File: src/rtl/osd_mam_arb_pkg.sv
// Shared types and constants for the MAM request arbiter.
package osd_mam_arb_pkg;

    localparam int BEATS_W = 14;

    typedef enum logic [1:0] {
        IDLE,
        REQ,
        WR,
        RD
    } state_t;

endpackage

File: src/rtl/osd_rr_arbiter.sv
// Combinational round-robin pick: first requester at or after ptr, searching cyclically.
module osd_rr_arbiter #(
    parameter int NUM_REQ = 2,
    parameter int PTR_W   = (NUM_REQ > 1) ? $clog2(NUM_REQ) : 1
) (
    input  logic [NUM_REQ-1:0] req,
    input  logic [PTR_W-1:0]   ptr,
    output logic [NUM_REQ-1:0] grant
);

    logic [PTR_W-1:0] idx;

    // NOTE: every signal written in always_comb gets a default first, otherwise a latch is inferred.
    always_comb begin
        grant = '0;
        idx   = '0;
        // Walk from the farthest candidate back to ptr so the nearest one wins.
        for (int i = NUM_REQ - 1; i >= 0; i--) begin
            idx = PTR_W'((int'(ptr) + i) % NUM_REQ);
            if (req[idx]) begin
                grant      = '0;
                grant[idx] = 1'b1;
            end
        end
    end

endmodule

File: src/rtl/osd_mam_req_arbiter.sv
// Shares one MAM req/write/read port between NUM_REQ requesters, one transaction
// at a time, in round-robin order.
module osd_mam_req_arbiter
    import osd_mam_arb_pkg::*;
#(
    parameter int NUM_REQ    = 2,
    parameter int DATA_WIDTH = 16,
    parameter int ADDR_WIDTH = 32
) (
    input  logic                           clk_i,
    input  logic                           rst_i,

    input  logic [NUM_REQ-1:0]             s_req_valid,
    output logic [NUM_REQ-1:0]             s_req_ready,
    input  logic [NUM_REQ-1:0]             s_req_rw,
    input  logic [NUM_REQ*ADDR_WIDTH-1:0]  s_req_addr,
    input  logic [NUM_REQ-1:0]             s_req_burst,
    input  logic [NUM_REQ*BEATS_W-1:0]     s_req_beats,
    input  logic [NUM_REQ-1:0]             s_write_valid,
    input  logic [NUM_REQ*DATA_WIDTH-1:0]  s_write_data,
    input  logic [NUM_REQ*DATA_WIDTH/8-1:0] s_write_strb,
    output logic [NUM_REQ-1:0]             s_write_ready,
    output logic [NUM_REQ-1:0]             s_read_valid,
    output logic [DATA_WIDTH-1:0]          s_read_data,
    input  logic [NUM_REQ-1:0]             s_read_ready,

    output logic                           m_req_valid,
    output logic                           m_req_rw,
    output logic                           m_req_burst,
    output logic [ADDR_WIDTH-1:0]          m_req_addr,
    output logic [BEATS_W-1:0]             m_req_beats,
    input  logic                           m_req_ready,
    output logic                           m_write_valid,
    output logic [DATA_WIDTH-1:0]          m_write_data,
    output logic [DATA_WIDTH/8-1:0]        m_write_strb,
    input  logic                           m_write_ready,
    input  logic                           m_read_valid,
    input  logic [DATA_WIDTH-1:0]          m_read_data,
    output logic                           m_read_ready,

    output logic [NUM_REQ-1:0]             grant_o,
    output logic                           busy_o
);

    localparam int STRB_W = DATA_WIDTH / 8;
    localparam int PTR_W  = (NUM_REQ > 1) ? $clog2(NUM_REQ) : 1;

    state_t               state_q, state_d;
    logic [NUM_REQ-1:0]   grant_q, grant_d;
    logic [PTR_W-1:0]     ptr_q, ptr_d;
    logic [BEATS_W-1:0]   count_q, count_d;
    logic                 rw_q, rw_d;

    logic [NUM_REQ-1:0]   arb_grant;
    logic [PTR_W-1:0]     gidx;
    logic                 req_hs;
    logic                 beat_hs;

    osd_rr_arbiter #(
        .NUM_REQ (NUM_REQ),
        .PTR_W   (PTR_W)
    ) u_rr (
        .req   (s_req_valid),
        .ptr   (ptr_q),
        .grant (arb_grant)
    );

    always_comb begin
        gidx = '0;
        for (int i = 0; i < NUM_REQ; i++) begin
            if (grant_q[i]) gidx = PTR_W'(i);
        end
    end

    assign s_read_data = m_read_data;

    // Data fields always follow the owner; only valids and readies are gated by state.
    always_comb begin
        s_req_ready   = '0;
        s_write_ready = '0;
        s_read_valid  = '0;
        m_req_valid   = 1'b0;
        m_write_valid = 1'b0;
        m_read_ready  = 1'b0;
        m_req_rw      = s_req_rw[gidx];
        m_req_burst   = s_req_burst[gidx];
        m_req_addr    = s_req_addr[int'(gidx)*ADDR_WIDTH +: ADDR_WIDTH];
        m_req_beats   = s_req_beats[int'(gidx)*BEATS_W +: BEATS_W];
        m_write_data  = s_write_data[int'(gidx)*DATA_WIDTH +: DATA_WIDTH];
        m_write_strb  = s_write_strb[int'(gidx)*STRB_W +: STRB_W];
        unique case (state_q)
            REQ: begin
                m_req_valid       = s_req_valid[gidx];
                s_req_ready[gidx] = m_req_ready;
            end
            WR: begin
                m_write_valid       = s_write_valid[gidx];
                s_write_ready[gidx] = m_write_ready;
            end
            RD: begin
                s_read_valid[gidx] = m_read_valid;
                m_read_ready       = s_read_ready[gidx];
            end
            default: ;
        endcase
    end

    assign req_hs  = m_req_valid & m_req_ready;
    assign beat_hs = rw_q ? (m_write_valid & m_write_ready) : (m_read_valid & m_read_ready);

    always_comb begin
        state_d = state_q;
        grant_d = grant_q;
        ptr_d   = ptr_q;
        count_d = count_q;
        rw_d    = rw_q;
        unique case (state_q)
            IDLE: begin
                if (|s_req_valid) begin
                    grant_d = arb_grant;
                    state_d = REQ;
                end
            end
            REQ: begin
                if (req_hs) begin
                    rw_d    = m_req_rw;
                    ptr_d   = PTR_W'((int'(gidx) + 1) % NUM_REQ);
                    state_d = m_req_rw ? WR : RD;
                    // A zero-length burst still moves one beat.
                    if (!m_req_burst || m_req_beats == '0) count_d = BEATS_W'(1);
                    else                                    count_d = m_req_beats;
                end
            end
            WR, RD: begin
                if (beat_hs) begin
                    count_d = count_q - BEATS_W'(1);
                    if (count_q == BEATS_W'(1)) begin
                        grant_d = '0;
                        state_d = IDLE;
                    end
                end
            end
            default: state_d = IDLE;
        endcase
    end

    // NOTE: sequential state uses non-blocking assignments so every flop samples pre-edge values.
    always_ff @(posedge clk_i or posedge rst_i) begin
        if (rst_i) begin
            state_q <= IDLE;
            grant_q <= '0;
            ptr_q   <= '0;
            count_q <= '0;
            rw_q    <= 1'b0;
        end else begin
            state_q <= state_d;
            grant_q <= grant_d;
            ptr_q   <= ptr_d;
            count_q <= count_d;
            rw_q    <= rw_d;
        end
    end

    assign grant_o = grant_q;
    assign busy_o  = (state_q != IDLE);

endmodule

File: config.mk
export PLATFORM = sky130hd
export DESIGN_NAME = osd_mam_req_arbiter
export DESIGN_NICKNAME = d
export VERILOG_FILES = /design/src/rtl/osd_mam_arb_pkg.sv /design/src/rtl/osd_rr_arbiter.sv /design/src/rtl/osd_mam_req_arbiter.sv
export SDC_FILE = /design/constraint.sdc
export NUM_CORES = 1
export LEC_CHECK = 0
export ABC_AREA = 1
export BUFFER_PORTS_ARGS = -buffer_cell sky130_fd_sc_hd__buf_4
export CAP_MARGIN = 20
export CORE_AREA = 3 3 98 100
export CTS_CLUSTER_DIAMETER = 120
export DETAILED_ROUTE_END_ITERATION = 6
export DIE_AREA = 0 0 101 103
export GPL_TIMING_DRIVEN = 0
export PLACE_DENSITY = 0.7
export SYNTH_ARGS = -nofsm -noshare
export SYNTH_HDL_FRONTEND = slang
export SYNTH_SLANG_ARGS = --single-unit
export TNS_END_PERCENT = 100
File: constraint.sdc
create_clock -name clk_i -period 2.3 [get_ports clk_i]
set_input_delay 0.575 -clock clk_i [delete_from_list [all_inputs] [get_ports clk_i]]
set_output_delay 0.575 -clock clk_i [all_outputs]
set_load 0.02 [all_outputs]
==> key figures <==
Outcome
  – Status: complete, no violations

Synth
  – Synth top area share: 0.374
  – Syn avg cell area: 5.29 sq um
  – Post-synth EDFFs: 0
  – Post-Synth XOR/XNOR Area: 0.0103
  – Flops & latches, synth: 20
  – Register area share after synthesis: 0.197
  – Dominant synthesized flop cell: dfrtp_1
  – Mapped Area: 2540 sq um
  – Compound-Gate Fraction of Synth Area: 0.0616
  – Simple-gate portion of the synthesized area: 0.566
  – Synth warnings: 0
  – Leading area contributor after synthesis: nand2_1
  – Gate Count Post-Synth: 480
  – Asr flop ratio synth: 1.00
  – Synth Net Count: 641
  – Netlist cell types: 30
  – Adder-cell share of the synthesized area: 0.00985
  – Area contributors post-synth: nand2_1 (37%), dfrtp_1 (20%), nor2_1 (7.2%), buf_4 (5.6%), nand3_1 (5.1%)
  – Largest family of logic cells by synthesized area: simple AND/OR/NAND/NOR gates
  – Multiplexer share of the synthesized area: 0.00443

Clock tree
  – Post-CTS Setup Inserts: 0
  – TritonCTS clock tree: yes
  – Clock buffer depth: 2
  – Clk root buf: clkbuf_8
  – Worst skew pair latency: 0.27 ns
  – Clock Sinks: 20
  – H-tree depth: 1
  – Hold_buf cts: 0
  – Clock Pin Slew Worst Setup and Hold Paths: 0.08 ns
  – Num CTS Buffers: 3

Drt
  – ANT nets after route: 0
  – Initial DRT Pass Iterations: 5
  – WL final: 11,200 microns
  – Vias/cell: 4.55
  – DRC viols: 0
  – 1st-iter DRT viols: 121
  – Vias: 3,762
  – Routed len/inst: 13.6 microns

Finish
  – Ant. Diodes: 0
  – Nets@finish: 881
  – P&R area growth vs syn: 78.2%
  – Share of layout cells above drive strength 1: 0.412
  – Post-layout util: 0.517
  – Seq. cell area: 500 sq um
  – Multi-input logic area: 1660 sq um
  – Filler cell count: 922

Pwr
  – VDD IR-drop max: 547 uV
  – PD cells: 1140 nW/um^2
  – Clock power share: 0.070
  – Lkg Pwr: 0.00274 uW
  – Sw Share: 0.544
  – Power share of the combinational group: 0.795
  – Flop pwr share: 0.136
  – Internal power: 2360 uW
  – NetSw: 2810 uW

Timing
  – Tmin final: 2.15 ns
  – Rel. slew slack: 0.475
  – Worst-Margin Slew: 0.787 ns
  – Final setup vio count: 0
  – Fmax: 465 MHz
  – Endpoints failing hold: 0
  – Tcrit/Tclk final: 0.935
  – Final Skew: 0.0135 ns
  – Max-slew violation count: 0
  – Fin Hold WS: 0.447 ns
  – RSZ-0062 raised after global routing: no

Worst setup path
  – Critical path class: flip-flop to primary output
  – CP Capture Type: primary output
  – Critical Path Source Type: flip-flop
  – CP Max Fanout: 10
  – CP Data Required Time: 1.73 ns
  – WP data arrival: 1.57 ns

Job
  – Max_cap viols: 0

Floorplanning
  – Full die area: 10,400 sq um
  – Ports: 253
  – Die H: 103 microns
  – Starting Density: 0.290
  – Die Span X: 101 microns
  – FP Rows: 34
  – Core area: 8760 sq um

Global route
  – Global-route wire length before repair: 17,100 microns
  – All-Layer GR Usage: 0.203
  – Initial antenna violation count: 0
  – Number of global-route vias before repair: 3,693
  – Largest net degree at the start of global routing: 21
  – Grt ovf: 0

Placement
  – Detailed placement HPWL: 9600 microns
  – Port buffer count: 236
  – GPL Wtd Cong: 0.862

Worst hold path
  – Hold Path Class: input port to asynchronous set/reset pin
[repair_timing]
action / 4_1_cts / 5_1_grt
endpoints found under the setup margin: 53 / 40
hold endpoints to repair: 0 / 0
gates resized for setup: 4 / 10
pin swaps: 0 / 0
[cell families (layout without fill, tap and decap cells)]
family	Yosys count	count (layout)
AO/OA/AOI/OAI	29	29
XOR/XNOR	3	3
adder cells (fa/ha/maj)	2	2
buffers and inverters	70	309
flip-flops	20	20
multiplexers	1	1
AND/OR/NAND/NOR	355	355
[per-stage QoR]
| step | setup TNS, ns | instances | setup slack (ns) | instance area [sq um] | total power [uW] |
|---|---|---|---|---|---|
| after floorplan | 0 | 480 | 0.357 | 2540 | 3270 |
| after CTS | 0 | 827 | 0.00263 | 4520 | 5210 |
| after global placement | -4.12 | 824 | -0.129 | 4450 | 4770 |
| final | 0 | 827 | 0.150 | 4530 | 5170 |
| after detailed placement | -4.23 | 824 | -0.145 | 4450 | 4830 |
| after global routing | 0 | 827 | 0.0175 | 4530 | 5680 |
[power groups by stage]
stage	combinational (uW)	clock (uW)	sequential (uW)
detailed placement	4130	0	698
finish	4110	360	703
global route	4560	383	735
CTS	4140	369	697
floorplan	2600	0	671
global placement	4070	0	699
[cell usage after synthesis, types with 6 or more instances]
library cell,instances
a21oi_1,18
buf_4,19
buf_6,6
clkbuf_1,9
dfrtp_1,20
inv_1,29
nand2_1,253
nand2_2,9
nand3_1,26
nor2_1,49
nor3_1,6
o21ai_0,6
[worst max-delay path, stage by stage, from the launching register on]
cell and delay (ns):
dfrtp_1 0.40, buf_6 0.15, inv_4 0.07, buf_6 0.14, clkbuf_2 0.23, nand2_1 0.08, nand2_1 0.08, buf_4 0.15
[routing by layer]
layer  global-route usage  wire [microns]  vias up
met5                    0               0        -
met4               0.0276             109        0
met3               0.0528             848        8
met2                0.412            6280      136
met1                0.213            3970     1684
li1                     -               -     1934
[registers in the layout, summed over array words and instances (netlist names)]
| register | flops |
|---|---|
| count_q | 14 |
| grant_o | 2 |
| ptr_q | 1 |
| rw_q | 1 |
| state_q | 2 |
[cells in the final DEF (no fill, tap or decap), types with 3 or more instances in the layout]
| cell type | count |
|---|---|
| a21oi_1 | 18 |
| buf_4 | 255 |
| buf_6 | 6 |
| clkbuf_2 | 9 |
| clkbuf_8 | 3 |
| dfrtp_1 | 20 |
| inv_1 | 29 |
| nand2_1 | 253 |
| nand2_2 | 9 |
| nand3_1 | 26 |
| nand4_1 | 4 |
| nor2_1 | 49 |
| nor2_2 | 3 |
| nor3_1 | 6 |
| o21ai_0 | 6 |
[path summary, 6_finish.rpt]
kind	from	end	slack, ns	cells after the start
setup / recovery	grant_o[1]$_DFFE_PP0P_	m_write_data[10]	0.15	7
hold / removal	rst_i	grant_o[0]$_DFFE_PP0P_	0.45	2
setup reg to reg	grant_o[1]$_DFFE_PP0P_	count_q[7]$_DFFE_PP0P_	0.56	11
hold reg to reg	grant_o[0]$_DFFE_PP0P_	grant_o[0]$_DFFE_PP0P_	0.49	2
max in group asynchronous	rst_i	count_q[1]$_DFFE_PP0P_	1.35	2
min in group clk_i	grant_o[0]$_DFFE_PP0P_	grant_o[0]$_DFFE_PP0P_	0.49	2
[final cells by class]
class,count,share of cell area
clock inverter,1,0.00663
sequential,20,0.111
tap,108,0.0299
timing repair buffer,236,0.391
clock buffer,3,0.00912
multi-input combinational,390,0.366
buffer,37,0.0594
inverter,32,0.0271
Note: power is estimated with default switching activity, not from simulation.
